--- config.mk ---
export PLATFORM = sky130hd
export DESIGN_NAME = diff_accumulator
export DESIGN_NICKNAME = d
export VERILOG_FILES = /design/src/rtl/diff_accumulator.sv
export SDC_FILE = /design/constraint.sdc
export NUM_CORES = 1
export LEC_CHECK = 0
export ABC_AREA = 1
export CAP_MARGIN = 0
export CORE_UTILIZATION = 58
export DETAILED_ROUTE_END_ITERATION = 16
export DONT_BUFFER_PORTS = 1
export PLACE_DENSITY_LB_ADDON = 0.05
export RECOVER_POWER = 25
export SETUP_SLACK_MARGIN = 0.2
export SYNTH_ARGS = -nofsm -noshare
export SYNTH_HDL_FRONTEND = slang
export SYNTH_SLANG_ARGS = --single-unit
export TNS_END_PERCENT = 20
--- constraint.sdc ---
create_clock -name clk -period 2 [get_ports clk]
set_input_delay 0.5 -clock clk [delete_from_list [all_inputs] [get_ports clk]]
set_output_delay 0.5 -clock clk [all_outputs]
set_load 0.005 [all_outputs]
--- src/rtl/diff_accumulator.sv ---
// diff_accumulator: sums difference pixels per digit template and picks the best match.
// Optional build macro DIFF_REJECT_EN: reject results whose best score exceeds REJECT_THRESHOLD.
module diff_accumulator #(
    parameter int unsigned NUM_TEMPLATES    = 10,
    parameter int unsigned PIX_PER_TEMPLATE = 121,
    parameter logic [15:0] REJECT_THRESHOLD = 16'd12000
) (
    input  logic        clk,
    input  logic        reset,
    input  logic        start,
    input  logic        pix_valid,
    input  logic [7:0]  diff_pix,
    output logic        pix_ready,
    output logic        busy,
    output logic        done,
    output logic [3:0]  digit,
    output logic [15:0] score,
    output logic        digit_ok
);

    localparam int unsigned PW = (PIX_PER_TEMPLATE > 1) ? $clog2(PIX_PER_TEMPLATE) : 1;
    localparam logic [PW-1:0] PIX_LAST = PW'(PIX_PER_TEMPLATE - 1);
    localparam logic [3:0]    TMPL_LAST = 4'(NUM_TEMPLATES - 1);

    typedef enum logic [1:0] {
        IDLE    = 2'd0,
        ACCUM   = 2'd1,
        COMPARE = 2'd2,
        DONE    = 2'd3
    } state_t;

    state_t        state_q, state_d;
    logic [15:0]   sum_q, sum_d;
    logic [PW-1:0] pix_q, pix_d;
    logic [3:0]    tmpl_q, tmpl_d;
    logic [15:0]   best_q, best_d;
    logic [3:0]    bidx_q, bidx_d;
    logic [3:0]    digit_q, digit_d;
    logic [15:0]   score_q, score_d;
    logic          ok_q, ok_d;
    logic          accept_ok;

`ifdef DIFF_REJECT_EN
    assign accept_ok = (best_d <= REJECT_THRESHOLD);
`else
    logic unused_thr;
    assign unused_thr = ^REJECT_THRESHOLD;
    assign accept_ok  = 1'b1;
`endif

    // Next-state, datapath updates and status outputs.
    always_comb begin
        state_d   = state_q;
        sum_d     = sum_q;
        pix_d     = pix_q;
        tmpl_d    = tmpl_q;
        best_d    = best_q;
        bidx_d    = bidx_q;
        digit_d   = digit_q;
        score_d   = score_q;
        ok_d      = ok_q;
        pix_ready = 1'b0;
        busy      = (state_q != IDLE);
        done      = (state_q == DONE);
        unique case (state_q)
            IDLE: begin
                if (start) begin
                    state_d = ACCUM;
                    sum_d   = 16'd0;
                    pix_d   = '0;
                    tmpl_d  = 4'd0;
                    best_d  = 16'hFFFF;
                    bidx_d  = 4'd0;
                end
            end
            ACCUM: begin
                pix_ready = 1'b1;
                if (pix_valid) begin
                    sum_d = sum_q + {8'd0, diff_pix};
                    if (pix_q == PIX_LAST) begin
                        pix_d   = '0;
                        state_d = COMPARE;
                    end else begin
                        pix_d = pix_q + 1'b1;
                    end
                end
            end
            COMPARE: begin
                sum_d = 16'd0;
                if (sum_q < best_q) begin
                    best_d = sum_q;
                    bidx_d = tmpl_q;
                end
                if (tmpl_q == TMPL_LAST) begin
                    state_d = DONE;
                    digit_d = bidx_d;
                    score_d = best_d;
                    ok_d    = accept_ok;
                end else begin
                    tmpl_d  = tmpl_q + 4'd1;
                    state_d = ACCUM;
                end
            end
            DONE: begin
                state_d = IDLE;
            end
            default: begin
                state_d = IDLE;
            end
        endcase
    end

    // State and datapath registers with synchronous reset.
    always_ff @(posedge clk) begin
        if (reset) begin
            state_q <= IDLE;
            sum_q   <= 16'd0;
            pix_q   <= '0;
            tmpl_q  <= 4'd0;
            best_q  <= 16'hFFFF;
            bidx_q  <= 4'd0;
            digit_q <= 4'd0;
            score_q <= 16'd0;
            ok_q    <= 1'b0;
        end else begin
            state_q <= state_d;
            sum_q   <= sum_d;
            pix_q   <= pix_d;
            tmpl_q  <= tmpl_d;
            best_q  <= best_d;
            bidx_q  <= bidx_d;
            digit_q <= digit_d;
            score_q <= score_d;
            ok_q    <= ok_d;
        end
    end

    assign digit    = digit_q;
    assign score    = score_q;
    assign digit_ok = ok_q;

endmodule

Word-level counts from Yosys, hierarchy flattened --
Index checks and enable logic that the tools add are counted.
Operators by class: add/sub/neg operators 3, multipliers 0, divide/modulo/power cells 0, $lt $le $gt $ge 1, equal/unequal tests 9, shift-type cells 0, muxes and demuxes 21, bitwise gates (word level) 0, reduce and logical (&&, ||, !) cells 11
Operators by type and width (count):
- two-way mux 16 bit | 4
- case mux 16 bit (3 select lines) | 1
- case mux 16 bit (2 select lines) | 1
- two-way mux 7 bit | 3
- adder 16 x 8 -> 16 bit | 1
- less-than comparator 16 bit | 1
- case mux 4 bit (2 select lines) | 2
- case mux 7 bit (2 select lines) | 1
- two-way mux 4 bit | 3
- AND reduction 3 bit | 4
- two-way mux 2 bit | 4
- != test 2 bit, second input constant | 4
- case mux 2 bit (4 select lines) | 1
- adder 7 x 1 -> 7 bit, second input constant | 1
- == test 7 bit, second input constant | 1
- nonzero test 2 bit | 3
- adder 4 x 1 -> 4 bit, second input constant | 1
- == test 2 bit, second input constant | 2
- == test 4 bit, second input constant | 1
- AND reduction 2 bit | 2
- nonzero test 3 bit | 1
- == test 2 x 1 -> 1 bit, second input constant | 1
- zero test 2 bit | 1
- two-way mux 1 bit | 1
Word-level totals: flip-flop bits (word level) 70, latch bits 0, RAM bits 0, bits in read-only memories 0, input bits 12, output and inout port bits 24, word-level logic and storage cells 54, memories 0

Depth between registers and ports, before layout --
depth after elaboration 4, mapped depth 15, mapped depth without buffers 14

Worst setup path after synthesis --
OpenSTA, ideal clock, no wires.
path kind in2reg, start in diff_pix[0], end reg sum_q[14], library setup time 117 ps, arrival time 1810 ps, required time 1883 ps, setup slack 73 ps, stages on the path 9, path buffers 0, cells stage by stage ha_1 inv_1 fa_1 o21ai_1 nand3_1 nand2_1 nand4_1 o21ai_0 nor2_1
Between the ends: longest elaborated chain between the ends 3
RTL lines:
- start: declaration | RTL line 12 | input logic [7:0] diff_pix,
- adder 16 x 8 -> 16 bit | RTL line 79 | sum_d = sum_q + {8'd0, diff_pix};
- two-way mux 16 bit | RTL line 78 | if (pix_valid) begin
- case mux 16 bit (3 select lines) | RTL line 65 | unique case (state_q)
- end signal: assignment | RTL line 127 | sum_q <= sum_d;
- end: declaration | RTL line 33 | logic [15:0] sum_q, sum_d;
Every way passes these cells. The select of a mux whose other input is x is not followed. A chain may end at the register's enable or synchronous reset.

Final worst setup path --
start reg best_q[15], end reg best_q[3]
Between the ends: longest elaborated chain between the ends 3
RTL lines:
- start: declaration | RTL line 36 | logic [15:0] best_q, best_d;
- start signal: assignment | RTL line 130 | best_q <= best_d;
- less-than comparator 16 bit | RTL line 90 | if (sum_q < best_q) begin
- two-way mux 16 bit | RTL line 90
- case mux 16 bit (2 select lines) | RTL line 65
Every way passes these cells.

==> results.md <==
* Met1 usage in global routing at 0.364
* Initial antenna violation count at 0
* Synthesized cell area at 4070 um^2
* Static leakage at 2.38 nW
* Register bit total from synthesis at 70
* Clk sink count at 70
* N_diodes at 0
* Sequential-to-total area share from yosys stat at 0.344
* Synth top area share at 0.344
* Drt initial violations at 270
* Reg clk slew, reported paths at 0.08 ns
* Min-Delay Path Class: in -> reg
* Final Core Density at 0.756
* Vias in the first global route at 3660
* Synth unique cells at 38
* GRT Max-Usage Layer: met2
* Largest net degree at the start of global routing at 37
* Via-to-Cell Ratio at 5.38
* Max_cap viols at 0
* Crit Path Category: reg -> reg
* CTS Buf Count at 9
* PD cells at 605 nW/um^2
* Post-DRT Antenna Nets at 0
* Final hold vios at 0
* Fill cells at 501
* Setup tns final at 0 ns
* Row count at 30
* Deepest clock path buffer count at 2
* Fin. max-slew vios at 0
* DRC Markers at 0
* GR Overflow Total at 0
* Die Span X at 85.8 um
* Outcome: finished, final reports clean
* Worst path required time at 2.25 ns
* Worst-Margin Slew at 0.367 ns
* First-pass iteration count of the detailed router at 5
* Full die area at 7360 um^2
* Via count at 3960
* Average footprint of a synthesized cell at 6.71 um^2
* Final wirelength at 11.1 mm
* Slew HR at 0.753
* Startpoint types: flop
* Fmax at 0.527 GHz
* Root Driver: clkbuf_8
* Clk_lat worst skew at 0.35 ns
* Gp weighted congestion at 0.921
* Final Cycle Share at 0.949
* First-pass GRT wire length at 16.9 mm
* Die H at 85.8 um
* Worst EP arrival at 2.14 ns
* Final setup vio count at 0
* Wire per inst at 15.1 um
* Top post-synthesis cells by area: dfxtp_1 34%, nand2_1 13%, nand3_1 9.6%
* Met2 global-route usage at 0.516
* Synth warnings at 0
* RSZ-0062 raised after global routing: true
* Total GRT Usage at 0.296
* CTS tree: built
* Final #Nets at 675
* Initial Utilization at 0.599
* Port Buffers at 0
* Placeable core area at 6790 um^2
* IO Pins at 36
* H-tree level count at 3
* Post-Syn Nets at 647
* Area Overhead vs Synth at 26.2%
* Yosys top cell by area: dfxtp_1
* Peak VDD IR at 435 uV
* Post-Route Skew at 0.00958 ns
* Crit path time final at 1.90 ns
* Share of layout cells above drive strength 1 at 0.261
* DP HPWL at 6.54 mm
* CP Capture Type: flop
* Synth Instances at 607
* Met3 global-route usage at 0.0549
* Max Fanout on Critical Path at 6
* Total power at 0.00311 W
[registers in the layout, summed over array words and instances, names as in the netlist]
name,flops
best_q,16
sum_q,16
digit,4
tmpl_q,4
digit_ok,1
state_q,2
score,16
pix_q,7
bidx_q,4
[cells in the final DEF, fill, tap and decap left out, types with 11 or more instances in the layout]
| master | n |
|---|---|
| inv_1 | 92 |
| nand3_1 | 58 |
| dfxtp_1 | 49 |
| nor2_1 | 71 |
| ha_4 | 11 |
| ha_1 | 15 |
| dfxtp_2 | 21 |
| a21oi_1 | 22 |
| nand2_1 | 125 |
| nand3_2 | 19 |
| inv_2 | 14 |
| buf_4 | 21 |
[final cells by class]
cell class / instances / area [um^2] / share of cell area
multi-input combinational: 413 / 2600 / 0.506
tap: 96 / 120 / 0.0234
timing repair buffer: 33 / 378 / 0.0736
clock inverter: 6 / 61.3 / 0.0119
sequential: 70 / 1430 / 0.278
clock buffer: 10 / 138 / 0.0268
inverter: 108 / 412 / 0.0802
[worst max-delay path, cell delays in order, from the launching register on]
cell and delay, ns:
dfxtp_2 0.35, inv_2 0.05, ha_4 0.25, a21oi_2 0.18
o21ai_2 0.11, nor2_4 0.16, buf_12 0.15, buf_12 0.13
nand2_8 0.09, nand2_1 0.09, nand3_1 0.07, nand2_1 0.10
inv_1 0.05
[timing repair]
action                     CTS  global route
hold buffers                 0             0
setup endpoints to repair   38            49
gates resized for setup     42            64
cloned                       5             0
setup buffers                6             7
pin swaps                    9            20
[worst paths after layout]
path / from / endpoint / slack [ns] / cells after the start
max: best_q[15] / best_q[3] / 0.10 / 12
min: reset / sum_q[7] / 0.21 / 1
max reg2reg: best_q[15] / best_q[3] / 0.10 / 12
min reg2reg: bidx_q[3] / bidx_q[3] / 0.49 / 2
[cells in the mapped netlist (all sizes together)]
cell / number
clkinv: 2
xor2: 6
nor4: 2
nor3b: 1
and3: 1
a211oi: 3
nand2: 146
ha: 27
nand4: 6
o22ai: 1
fa: 1
buf: 13
o211a: 1
inv: 106
o21ai: 12
o211ai: 1
or2: 2
a21oi: 28
clkbuf: 6
nor3: 6
a21boi: 1
o21bai: 3
a22oi: 1
nor2: 81
nand3: 79
dfxtp: 70
and2: 1
[power breakdown]
group	switching, W	leakage [nW]	internal (W)
sequential	0.0000438	0.565	0.00144
combinational	0.000284	1.71	0.000170
clock	0.000569	0.102	0.000605
total	0.000897	2.38	0.00221
[per-stage QoR]
step           hold WS (ns)  setup WS [ns]  cell area (um^2)  std cells
2_1_floorplan         0.456          0.205              4080        607
4_1_cts               0.198          0.177              4810        729
6_report              0.206          0.101              5130        736
5_1_grt               0.196         0.0260              5130        736
3_3_place_gp          0.475          0.163              4260        702
3_5_place_dp          0.483         0.0595              4260        702
[logic make-up after synthesis]
kind of cell / synth area share
AO/OA/AOI/OAI: 0.0698
XOR/XNOR: 0.0129
adder cells (fa/ha/maj): 0.0879
buffers and inverters: 0.124
flip-flops: 0.344
AND/OR/NAND/NOR: 0.361
[metal layers]
| metal | vias to the layer above | part of all wire |
|---|---|---|
| met5 | - | 0 |
| met4 | 0 | 0.024 |
| met3 | 24 | 0.062 |
| met2 | 147 | 0.49 |
| met1 | 1816 | 0.43 |
| li1 | 1973 | - |
No activity file was read; power rests on OpenSTA's default activity.
